===== config.mk =====
export PLATFORM = sky130hd
export DESIGN_NAME = alu_cmd_parser
export DESIGN_NICKNAME = d
export VERILOG_FILES = /design/src/rtl/alu_cmd_parser.sv
export SDC_FILE = /design/constraint.sdc
export NUM_CORES = 1
export LEC_CHECK = 0
export BUFFER_PORTS_ARGS = -buffer_cell sky130_fd_sc_hd__buf_2
export CAP_MARGIN = 20
export CORE_MARGIN = 2
export CORE_UTILIZATION = 50
export CTS_CLUSTER_SIZE = 12
export DETAILED_ROUTE_END_ITERATION = 8
export PLACE_DENSITY = 0.8
export SYNTH_ARGS = -nofsm -noshare
export SYNTH_HDL_FRONTEND = slang
export SYNTH_SLANG_ARGS = --single-unit

===== constraint.sdc =====
create_clock -name clk -period 3.7 [get_ports clk]
set_input_delay 0.555 -clock clk [delete_from_list [all_inputs] [get_ports clk]]
set_output_delay 0.555 -clock clk [all_outputs]
set_load 0.1 [all_outputs]

===== src/rtl/alu_cmd_parser.sv =====
// alu_cmd_parser: parses "<A><op><B>=" ASCII commands into ALU operands and returns the captured result.
// Optional byte echo is enabled by defining ALU_CMD_ECHO_EN.
module alu_cmd_parser #(
    parameter int          MAX_DIGITS = 3,
    parameter logic [7:0]  TERM_CHAR  = 8'h3D
) (
    input  logic        clk,
    input  logic        rst_n,
    input  logic [7:0]  rx_data,
    input  logic        rx_valid,
    output logic        rx_ready,
    output logic [7:0]  alu_a,
    output logic [7:0]  alu_b,
    output logic [10:0] alu_op_code,
    input  logic [7:0]  alu_out,
    input  logic [2:0]  alu_rem,
    output logic        res_valid,
    input  logic        res_ready,
    output logic [7:0]  res_out,
    output logic [2:0]  res_rem,
    output logic        res_err,
    output logic [7:0]  echo_data,
    output logic        echo_valid
);
    typedef enum logic [1:0] {A_DIG, B_DIG, EXEC, RESULT} state_t;
    localparam int CW = $clog2(MAX_DIGITS + 1);
    localparam logic [7:0] ESC = 8'h1B, SPACE = 8'h20, CR = 8'h0D;

    state_t         state, state_n;
    logic [7:0]     acc, acc_n, a_n, b_n, ro_n;
    logic [CW-1:0]  cnt, cnt_n;
    logic           err, err_n, rv_n, re_n;
    logic [10:0]    op_n, op_sel;
    logic [2:0]     rr_n;
    logic [11:0]    prod;
    logic           take, is_dig, is_op, is_term, cnt_full, bad;

    assign rx_ready = (state == A_DIG) || (state == B_DIG);
    assign take     = rx_valid && rx_ready;
    assign is_dig   = (rx_data >= 8'h30) && (rx_data <= 8'h39);
    // Wider than the 8-bit accumulator so any overflow is visible before truncation.
    assign prod     = {4'd0, acc} * 12'd10 + {8'd0, rx_data[3:0]};
    assign op_sel   = rx_data == 8'h2B ? 11'h001 :
                      rx_data == 8'h2D ? 11'h002 :
                      rx_data == 8'h2A ? 11'h004 :
                      rx_data == 8'h2F ? 11'h008 : 11'h000;
    assign is_op    = op_sel != 11'h000;
    assign is_term  = (rx_data == TERM_CHAR) || (rx_data == CR);
    assign cnt_full = cnt == CW'(MAX_DIGITS);
    assign bad      = err || (alu_op_code[3] && alu_b == 8'd0);

    always_comb begin
        state_n = state;
        acc_n   = acc;
        cnt_n   = cnt;
        err_n   = err;
        a_n     = alu_a;
        b_n     = alu_b;
        op_n    = alu_op_code;
        rv_n    = res_valid;
        ro_n    = res_out;
        rr_n    = res_rem;
        re_n    = res_err;
        case (state)
            A_DIG, B_DIG: begin
                if (take) begin
                    if (rx_data == ESC) begin
                        acc_n   = 8'd0;
                        cnt_n   = '0;
                        err_n   = 1'b0;
                        op_n    = 11'h000;
                        state_n = A_DIG;
                    end else if (rx_data == SPACE) begin
                    end else if (is_dig) begin
                        acc_n = prod[7:0];
                        cnt_n = cnt_full ? cnt : cnt + CW'(1);
                        err_n = err || cnt_full || (prod > 12'd255);
                    end else if (is_op && state == A_DIG) begin
                        if (cnt != '0) begin
                            a_n     = acc;
                            op_n    = op_sel;
                            acc_n   = 8'd0;
                            cnt_n   = '0;
                            state_n = B_DIG;
                        end else begin
                            err_n = 1'b1;
                        end
                    end else if (is_term) begin
                        err_n   = err || (cnt == '0) || (state == A_DIG);
                        b_n     = (state == B_DIG && cnt != '0) ? acc : alu_b;
                        state_n = EXEC;
                    end else begin
                        err_n = 1'b1;
                    end
                end
            end
            EXEC: begin
                ro_n    = bad ? 8'd0 : alu_out;
                rr_n    = bad ? 3'd0 : alu_rem;
                re_n    = bad;
                rv_n    = 1'b1;
                state_n = RESULT;
            end
            RESULT: begin
                if (res_ready) begin
                    rv_n    = 1'b0;
                    acc_n   = 8'd0;
                    cnt_n   = '0;
                    err_n   = 1'b0;
                    op_n    = 11'h000;
                    state_n = A_DIG;
                end
            end
            default: state_n = A_DIG;
        endcase
    end

    always_ff @(posedge clk or negedge rst_n) begin
        if (!rst_n) begin
            state       <= A_DIG;
            acc         <= 8'd0;
            cnt         <= '0;
            err         <= 1'b0;
            alu_a       <= 8'd0;
            alu_b       <= 8'd0;
            alu_op_code <= 11'h000;
            res_valid   <= 1'b0;
            res_out     <= 8'd0;
            res_rem     <= 3'd0;
            res_err     <= 1'b0;
        end else begin
            state       <= state_n;
            acc         <= acc_n;
            cnt         <= cnt_n;
            err         <= err_n;
            alu_a       <= a_n;
            alu_b       <= b_n;
            alu_op_code <= op_n;
            res_valid   <= rv_n;
            res_out     <= ro_n;
            res_rem     <= rr_n;
            res_err     <= re_n;
        end
    end

`ifdef ALU_CMD_ECHO_EN
    always_ff @(posedge clk or negedge rst_n) begin
        if (!rst_n) begin
            echo_data  <= 8'd0;
            echo_valid <= 1'b0;
        end else begin
            echo_valid <= take && rx_data != ESC;
            echo_data  <= (take && rx_data != ESC) ? rx_data : echo_data;
        end
    end
`else
    assign echo_data  = 8'd0;
    assign echo_valid = 1'b0;
`endif
endmodule


; Yosys cells after proc, flatten, opt, wreduce, memory -nomap -nowiden
; Index checks and enable logic that the tools add are counted.
[word_totals]
output_inout_bits = 50
regBits = 53
elab_cells = 122
memories = 0
latch_bits = 0
romBits = 0
mem_bits_rw = 0
inputBits = 23
[op_classes]
bitwise_logic = 4
n_eq_ne = 24
n_lt_le_gt_ge = 3
n_mul = 1
mux = 49
n_addsub = 2
reduce_logical = 28
div_mod_pow = 0
shift = 0
[op_table]
columns = op, count
row1 = $mux W11, 7
row2 = $mux W8, 8
row3 = $eq A8 B6 Y1 const B, 6
row4 = $mux W2, 15
row5 = $pmux W11 S2, 1
row6 = $reduce_and A7 Y1, 3
row7 = $ne A4 B4 Y1 const B, 5
row8 = $mux W4, 4
row9 = $pmux W8 S2, 1
row10 = $add A12 B4 Y12, 1
row11 = $gt A12 B8 Y1 const B, 1
row12 = $ne A3 B3 Y1 const B, 4
row13 = $reduce_and A6 Y1, 2
row14 = $mul A8 B3 Y11 const B, 1
row15 = $reduce_bool A11 Y1, 1
row16 = $eq A8 B4 Y1 const B, 1
row17 = $eq A8 B5 Y1 const B, 1
row18 = $ge A8 B6 Y1 const B, 1
row19 = $le A8 B6 Y1 const B, 1
row20 = $logic_not A8 Y1, 1
row21 = $mux W1, 8
row22 = $reduce_and A8 Y1, 1
row23 = $logic_or A1 B1 Y1, 7
row24 = $eq A2 B2 Y1 const B, 3
row25 = 15 further kinds, 27

; Logic depth before layout (Yosys ltp)
; Gate-level depths: netlist of run 1.
[logic_depth]
word_depth = 13
depth_mapped = 10
ltp_nobuf = 10

; Worst setup path before layout of run 1
; Ideal clock, no wire load.
[synth_path]
path_type = register to register
start = register acc[1]
end = register err
arrival_time_ps = 2223
required_time_ps = 3596
slack_ps = 1373
stages_incl_launch_ff = 9
path_cell_list = dfrtp_1 > ha_1 > ha_1 > inv_1 > fa_1 > nor3b_1 > nand3_1 > mux2i_1 > a221oi_1
[synth_via]
elab_chain_len = 9
[synth_rtl]
columns = element, line
row1 = from (decl), 30  ; logic [7:0] acc, acc_n, a_n, b_n, ro_n;
row2 = from (signal assigned), 133  ; acc <= acc_n;
row3 = $mul A8 B3 Y11, 42  ; assign prod = {4'd0, acc} * 12'd10 + {8'd0, rx_data[3:0]};
row4 = $add A12 B4 Y12, 42
row5 = $gt A12 B8 Y1, 77  ; err_n = err || cnt_full || (prod > 12'd255);
row6 = $logic_or A1 B1 Y1, 77
row7 = $mux W1, 74  ; end else if (is_dig) begin
row8 = $mux W1, 73  ; end else if (rx_data == SPACE) begin
row9 = $mux W1, 67  ; if (rx_data == ESC) begin
row10 = $mux W1, 66  ; if (take) begin
row11 = $pmux W1 S2, 64  ; case (state)
row12 = to (signal assigned), 135  ; err <= err_n;
row13 = to (decl), 32  ; logic err, err_n, rv_n, re_n;
; Every way passes these cells. The select of a mux whose other input is x is not followed.
; A chain may end at the register's enable or synchronous reset.

; Worst setup path in the final report of run 1
; Ends and elaborated chain as after synthesis.

==> reports/metrics.cfg, run 1 <==
[setup_path]
rr_startpoint = acc[1]
crit_top_cell = ha_1
crit_buf_inv = 1
path_max_fanout = 6
critPathTopFamily = adder cells
slowest_delay_ns = 0.48
rr_endpoint = err
rr_worst_depth = 8
critPathKind = flop to flop
r2r_slack_ns = 1.18
crit_path_cell_trace = ha_1 -> ha_1 -> inv_1 -> fa_1 -> nor3b_1 -> nand3_1 -> mux2i_1 -> a221oi_1
worst_path_max_delay_cell = dfrtp_1
endpoint_kind = flop
timing.critical_path.from = acc[1]
cp.arrival_ns = 2.71
start_kind = flop
cp_data_required_time_ns = 3.90

[clocking]
cts_buffers = 5
h-tree-depth = 2
clk-insertion-delay-late_ns = 0.29
root_buffer = clkbuf_8
cts_sinks = 46
holdBufCountCts = 0
cts_tree = built
clockBufferDepth = 2
cts.repair.resized = 0
clk_pin_slew_ns = 0.08
postCtsSetupBuffers = 0

[floorplanning]
io_pins = 73
floorplan.rows = 26
core_um2 = 5172
die_x_um = 77.50
die_area_um2 = 6006
die_y_um = 77.50
initial_core_util = 0.5223

[yosys]
seq_area_frac_synth = 0.4261
synth_ff_type = dfrtp_1
synth_top_area_cell = dfrtp_1
synth.distinct_cells = 51
yosys-top-cells-count = dfrtp_1, nand2_1, ha_1, mux2_2, buf_4
yosysTopAreaCellShare = 0.4261
ys_warn_count = 0
netlist_area_um2 = 2701
synthCells = 240
post-synth-top-count-cell = dfrtp_1
syn_avg_cell_area_um2 = 11.26
ys_top_cells_by_area = dfrtp_1, ha_1, mux2_2
synth_edf_count = 0
async_reset_ff_frac = 1.000
synth_seq_cells = 46

[global_routing]
overflow = 0
grt_max_degree = 47
antenna_found_initial = 0
grt_pass1_vias = 1872
grt_pass1_wl_mm = 9.128
grt.total_usage = 0.1936

[timing]
tns_ns = 0
setup_viol = 0
worst_slew_pin_slew_ns = 0.9704
whs_ns = 0.4123
relSlewSlack = 0.3531
finClkSkew_ns = 0.005315
max_freq_mhz = 397.6
fin_crit_sh = 0.6798
rsz0062_at_grt = no
hold_viol_final = 0
layout_min_cycle_time_ns = 2.515
maxSlewViolCount = 0

[detailed_routing]
detail-route-antenna-nets = 0
vias_per_cell = 5.332
wire_per_inst_um = 14.90
wl_met2_mm = 2.598
drt_iter0_markers = 88
highest_layer = met4
dr.pass1.iters = 4
drt_wl_total_mm = 5.485
vias = 1962
met1_length_mm = 2.475
drc_errors = 0
route.met3.wl_um = 262

[worst_hold_path]
hold_path.class = primary input to async pin

[run]
drv_cap = 0

[cells_and_area]
area_growth_pct = 13.71
n_antenna_cell = 0
drive_above_1_share = 0.3154
fin_nets = 340

[place]
dp_hpwl_mm = 4.163
gp_congestion = 0.8569
portBuffers = 56

[pwr]
p_leak_uw = 0.001614
peakVddDrop_mv = 0.4769
power_density_nw_per_um2 = 640.4

[status]
status = complete, no violations

==> metal layers <==
layer | vias up | global-route usage
met5 | - | 0
met4 | 0 | 0.09286
met3 | 14 | 0.04302
met1 | 952 | 0.2460
li1 | 942 | -
met2 | 54 | 0.3139
==> metrics by stage <==
step | cells | total power, µW | utilization | setup WS [ns] | cell area [µm²]
6_report | 368 | 1967 | 0.5939 | 1.185 | 3072
5_1_grt | 368 | 2058 | 0.5939 | 0.9928 | 3072
4_1_cts | 368 | 1973 | 0.5939 | 1.154 | 3072
3_5_place_dp | 361 | 1685 | 0.5786 | 1.090 | 2993
3_3_place_gp | 361 | 1680 | 0.5786 | 1.180 | 2993
2_1_floorplan | 255 | 1532 | - | 1.373 | 2758
==> worst reg2reg max path: cells and delay by family, from the launching register on <==
family                   cells  cell delay, ns
AO/OA/AOI/OAI                1            0.26
AND/OR/NAND/NOR              2            0.46
adder cells (fa/ha/maj)      3            1.01
buffers and inverters        1            0.07
flip-flops                   1            0.48
multiplexers                 1            0.14
==> report_power, final <==
part | leakage [µW] | switching (µW) | total (µW) | internal (µW)
Sequential | 0.000621 | 71.0 | 658 | 587
Combinational | 0.000949 | 819 | 1020 | 204
Clock | 0.0000438 | 159 | 286 | 127
Total | 0.00161 | 1050 | 1970 | 918
==> registers in the layout (all words and copies together) (netlist names) <==
signal,count
alu_op_code,4
state,2
acc,8
alu_a,8
res_rem,3
alu_b,8
res_out,8
cnt,2
err,1
res_err,1
res_valid,1
==> cells by family (layout without fill, tap and decap cells) <==
kind of cell	Yosys count	in the layout	synth area share
AO/OA/AOI/OAI	43	43	0.1353
XOR/XNOR	9	9	0.02918
adder cells (fa/ha/maj)	19	19	0.09356
buffers and inverters	34	77	0.06994
flip-flops	46	46	0.4261
multiplexers	25	25	0.1037
other	1	16	0.001388
AND/OR/NAND/NOR	63	63	0.1408
==> how the worst max path moves through the flow <==
| stage | end | slack [ns] | cells past startpoint |
|---|---|---|---|
| 2_1_floorplan | err | 1.37 | 8 |
| 3_3_place_gp | cnt[0] | 1.18 | 7 |
| 3_5_place_dp | cnt[0] | 1.09 | 7 |
| 4_1_cts | err | 1.15 | 8 |
| 5_1_grt | err | 0.99 | 8 |
| 6_report | err | 1.18 | 8 |
==> cell type report <==
class                           instances  area, µm²
Clock buffer                            5      68.82
Multi-Input combinational cell        175       1418
Clock inverter                          2      10.01
Sequential cell                        46       1151
Timing Repair Buffer                   57      287.8
Fill cell                             435       2101
Inverter                               13      48.80
Tap cell                               70      87.58
==> cell usage in the layout, fill, tap and decap left out, drive strengths merged, types with 2 or more instances in the layout <==
cell     synthesis  routed
conb             1      16
ha              17      17
mux2            21      21
nand3b           3       3
o31ai            6       6
xnor2            7       7
or4              2       2
nand4bb          2       2
o21ai            8       8
a21o             3       3
clkbuf           4       5
inv             13      13
o21a             2       2
fa               2       2
nand2           22      22
nand3            3       3
nor3             2       2
nor2            13      13
dfrtp           46      46
a21oi            5       5
xor2             2       2
buf             17      57
nor3b            3       3
o21bai           2       2
a22o            11      11
and2             2       2
nand4            4       4
a311oi           2       2
mux2i            4       4
clkinv           0       2
(Power assumes the default switching activity.)
==> run 2: changes to the inputs <==
Clock period 3.7 ns to 2.55 ns, I/O delays scaled along.
==> run 2 against run 1 <==
  * Sequential power rose by 44%
  * Core utilization grew 1.8 points
  * Sequential cell count unchanged
  * Wire length up 4.1%
  * Critical endpoint unchanged
  * Via count up 4.5%
  * Clock power up 87%
  * Largest cell class unchanged
  * Combinational power up 51%
  * Global-route usage shrank 0.059 points
==> reports/metrics.cfg, run 2 (synthesis gave the netlist of run 1 again) <==
[status]
status = complete, no violations

[pwr]
peakVddDrop_mv = 0.8424
swShare = 0.5139
power.share.clock = 0.176
power_density_nw_per_um2 = 957.3
internal_power_uw = 1472
p_leak_uw = 0.001654
power_frac_seq = 0.314
p_comb_frac = 0.510
switchingPower_uw = 1557

[floorplanning]
die_y_um = 77.50
die_x_um = 77.50
floorplan.rows = 26
core_um2 = 5172
die_area_um2 = 6006
initial_core_util = 0.5223
io_pins = 73

[cells_and_area]
drive_above_1_share = 0.3333
fin_area_um2 = 3164
layout.cells.most_common_list = buf_2, dfrtp_1, nand2_1, mux2_2, ha_1
n_antenna_cell = 0
final_common_cell = buf_2
fin_nets = 347
area_growth_pct = 17.14

[setup_path]
rr_endpoint = err
cp.arrival_ns = 2.61
critPathKind = flop to flop
rr_startpoint = acc[3]
start_kind = flop
r2r_slack_ns = 0.14
timing.critical_path.from = acc[3]
rr_worst_depth = 9
path_max_fanout = 5
cp_data_required_time_ns = 2.75
endpoint_kind = flop
critPathCapture = err

[global_routing]
grt_use_met1 = 0.2424
grt_max_degree = 33
use_met3 = 0.03372
grt_pass1_vias = 1939
antenna_found_initial = 0
grt.total_usage = 0.1931
grt_pass1_wl_mm = 9.197
grt_busiest_layer = met2
gr-usage-met2 = 0.3383
overflow = 0

[timing]
maxSlewViolCount = 0
layout_min_cycle_time_ns = 2.408
whs_ns = 0.3008
setup_viol = 0
finClkSkew_ns = 0.004897
hold_viol_final = 0
worst_slew_pin_slew_ns = 0.6189
relSlewSlack = 0.5874
max_freq_mhz = 415.2
fin_crit_sh = 0.9445
tns_ns = 0
rsz0062_at_grt = no

[detailed_routing]
vias_per_cell = 5.455
dr.pass1.iters = 4
drt_iter0_markers = 122
vias = 2051
wire_per_inst_um = 15.19
drt_wl_total_mm = 5.710
drc_errors = 0
detail-route-antenna-nets = 0

[clocking]
clk_pin_slew_ns = 0.08
clk-insertion-delay-late_ns = 0.30
root_buffer = clkbuf_8
cts_buffers = 5
h-tree-depth = 2
cts_sinks = 46
clockBufferDepth = 2
cts_tree = built
postCtsSetupBuffers = 0

[place]
gp_congestion = 0.8507
portBuffers = 56
placed_area_um2 = 3038
dp_hpwl_mm = 4.431

[worst_hold_path]
hold_path.class = primary input to flop
hold_start = alu_out[5]

[run]
drv_cap = 0

## run 2: cell count changes in the layout (fill, tap and decap cells not counted)
cell           change
buf_4              +6
bufinv_16          +1
clkbuf_1           +1
clkinv_2           -2
clkinvlp_4         +1
dfrtp_1            -1
dfrtp_2            +1
dlygate4sd3_1      +1
nor3b_1            -1
nor3b_2            +1
## run 2: what timing repair did
| item | CTS | global route |
|---|---|---|
| setup endpoints to repair | 0 | 1 |
| gates resized for setup | 0 | 2 |
| hold buffers | 1 | 0 |
| hold endpoints to repair | 14 | 0 |
## run 2: per-stage QoR
stage / setup WS [ns] / util / total power [µW] / instances
floorplan: 0.2234 / - / 2222 / 255
global placement: 0.1992 / 0.5873 / 2473 / 367
detailed placement: 0.09176 / 0.5873 / 2495 / 367
CTS: 0.05462 / 0.6105 / 3028 / 376
global route: 0.003351 / 0.6118 / 3141 / 376
finish: 0.1416 / 0.6118 / 3029 / 376
## run 2: worst max-delay path: stages (launching register included)
cell and delay (ns):
dfrtp_2 0.45, ha_1 0.29, ha_1 0.17, inv_1 0.06
fa_1 0.40, nand2b_1 0.19, a21oi_1 0.17, xor2_1 0.21
mux2i_1 0.10, a221oi_1 0.27
## run 2: worst min-delay path by stage
stage                            end  depth (start not counted)
final                     res_out[5]                          2
after CTS                 res_out[5]                          2
after global routing      res_out[7]                          2
after floorplan               acc[0]                          0
after detailed placement    alu_b[1]                          1
after global placement      alu_b[1]                          1
## run 2: cell type report
class	instances	area (µm²)
clock buffer	6	72.57
fill	415	2008
multi-input combinational	175	1423
sequential	46	1152
timing repair buffer	64	342.8
inverter	13	48.80
tap	70	87.58
clock inverter	2	37.54
## run 2: power by group through the flow
stage	Clock [µW]	Combinational [µW]	Sequential, µW
3_5_place_dp	0	1530	960
6_report	535	1540	950
3_3_place_gp	0	1520	953
4_1_cts	538	1540	947
2_1_floorplan	0	606	1620
5_1_grt	573	1610	963
## run 2: layer usage
metal	part of all wire	wire [µm]	up-vias
li1	-	-	960
met1	0.43	2463	1026
met2	0.52	2949	57
met3	0.038	218	8
met4	0.014	78	0
met5	0	0	-
==> run 3: changes to the inputs <==
Settings changed: CTS_CLUSTER_SIZE 12 to unset, REMOVE_ABC_BUFFERS set to 1.
Clock period 2.55 ns to 2.6 ns, I/O delays scaled along.
==> run 3 against run 2 <==
  * Register-to-register slack improved by 0.06 ns
  * Count of clock-buffer cells in the layout unchanged
  * Wire length is 4.1% higher
  * Power fell by 1.8%
  * Sequential power is 2% lower
  * Via count down 0.39%
  * Highest routed layer unchanged
  * Fmax rose by 0.35%
==> reports/metrics.cfg, run 3 (synthesis gave the netlist of run 1 again) <==
[status]
status = complete, no violations

[floorplanning]
initial_core_util = 0.5223
die_y_um = 77.50
io_pins = 73
die_area_um2 = 6006
floorplan.rows = 26
core_um2 = 5172
die_x_um = 77.50

[cells_and_area]
area_growth_pct = 16.44
fin_nets = 345
layout.cells.most_common_list = buf_2, dfrtp_1, nand2_1, mux2_2, ha_1
drive_above_1_share = 0.3289
final_util = 0.6081
final_common_cell = buf_2
fin_area_um2 = 3146
n_antenna_cell = 0

[global_routing]
overflow = 0
grt_max_degree = 26
grt_pass1_vias = 1927
grt.total_usage = 0.2042
grt_pass1_wl_mm = 9.570
antenna_found_initial = 0

[timing]
tns_ns = 0
hold_viol_final = 0
fin_crit_sh = 0.9231
relSlewSlack = 0.5940
max_freq_mhz = 416.7
worst_slew_pin_slew_ns = 0.6091
setup_ws_ns = 0.2000
whs_ns = 0.06006
maxSlewViolCount = 0
finClkSkew_ns = 0.004376
rsz0062_at_grt = no
setup_viol = 0
layout_min_cycle_time_ns = 2.400

[detailed_routing]
drc_errors = 0
drt_iter0_markers = 85
vias_per_cell = 5.463
vias = 2043
dr.pass1.iters = 4
detail-route-antenna-nets = 0
wire_per_inst_um = 15.90
drt_wl_total_mm = 5.945

[pwr]
switchingPower_uw = 1539
peakVddDrop_mv = 0.7928
p_comb_frac = 0.509
power.share.clock = 0.178
swShare = 0.5173
power_frac_seq = 0.314
power_density_nw_per_um2 = 945.7
internal_power_uw = 1436
p_leak_uw = 0.001646

[clocking]
clk-insertion-delay-late_ns = 0.29
cts_tree = built
cts.repair.resized = 0
root_buffer = clkbuf_8
clockBufferDepth = 2
cts_sinks = 46
holdBufCountCts = 0
h-tree-depth = 2
cts_buffers = 5
postCtsSetupBuffers = 0
clk_pin_slew_ns = 0.09

[setup_path]
timing.critical_path.from = acc[2]
endpoint_kind = flop
critPathKind = flop to flop
worst_path_max_delay_cell = dfrtp_1
crit_path_cell_trace = ha_1 -> inv_1 -> fa_1 -> nand2b_1 -> a21oi_1 -> xor2_1 -> mux2i_1 -> a221oi_1
rr_startpoint = acc[2]
cp_data_required_time_ns = 2.80
critPathTopFamily = adder cells
slowest_delay_ns = 0.47
start_kind = flop
cp.arrival_ns = 2.60
path_max_fanout = 5
crit_buf_inv = 1

[place]
placed_area_um2 = 3030
gp_congestion = 0.9140
portBuffers = 56
dp_hpwl_mm = 4.448
pre_cts_slack_ns = 0.1749

[run]
drv_cap = 0

[worst_hold_path]
hold_path.class = primary input to async pin

-- run 3: final timing paths --
check                      depth (start not counted)         end  slack, ns
hold reg to reg                                    2   res_valid       0.49
setup reg to reg                                   8         err       0.20
setup / recovery                                   8         err       0.20
hold / removal                                     1    alu_a[7]       0.06
max in group asynchronous                          2    alu_b[3]       1.85
min in group clk                                   2  res_rem[0]       0.31
-- run 3: layout make-up --
| type | count | area, µm² |
|---|---|---|
| fillers | 438 | 2027 |
| multi-input cells | 175 | 1423 |
| flip-flops and latches | 46 | 1151 |
| repair buffers | 62 | 325.3 |
| well taps | 70 | 87.58 |
| clock buffers | 6 | 72.57 |
| inverters | 13 | 48.80 |
| clock inverters | 2 | 37.54 |
-- run 3: per-stage QoR --
step                      instances  total power (µW)
final                           374              2975
after global routing            374              3098
after CTS                       374              2979
after detailed placement        366              2445
after global placement          366              2425
after floorplan                 234              2146
-- run 3: worst reg2reg max path: cells and delay by family, from the launching register on --
| family | cells | cell delay, ns |
|---|---|---|
| mux | 1 | 0.12 |
| xor+xnor | 1 | 0.22 |
| compound gates | 2 | 0.42 |
| flops | 1 | 0.47 |
| buf+inv | 1 | 0.07 |
| fa+ha+maj | 2 | 0.82 |
| simple gates | 1 | 0.18 |
-- run 3: routing by layer --
metal,global-route usage,wire [µm],vias up
li1,-,-,956
met1,0.2672,2610,999
met2,0.3513,2943,82
met3,0.03023,316,6
met4,0.06071,74,0
met5,0,0,-
-- run 3: power groups by stage --
stage          Clock, µW  Combinational, µW  Sequential [µW]
6_report             529               1510              933
5_1_grt              571               1580              949
4_1_cts              536               1510              932
3_5_place_dp           0               1500              943
3_3_place_gp           0               1490              936
2_1_floorplan          0                548             1600
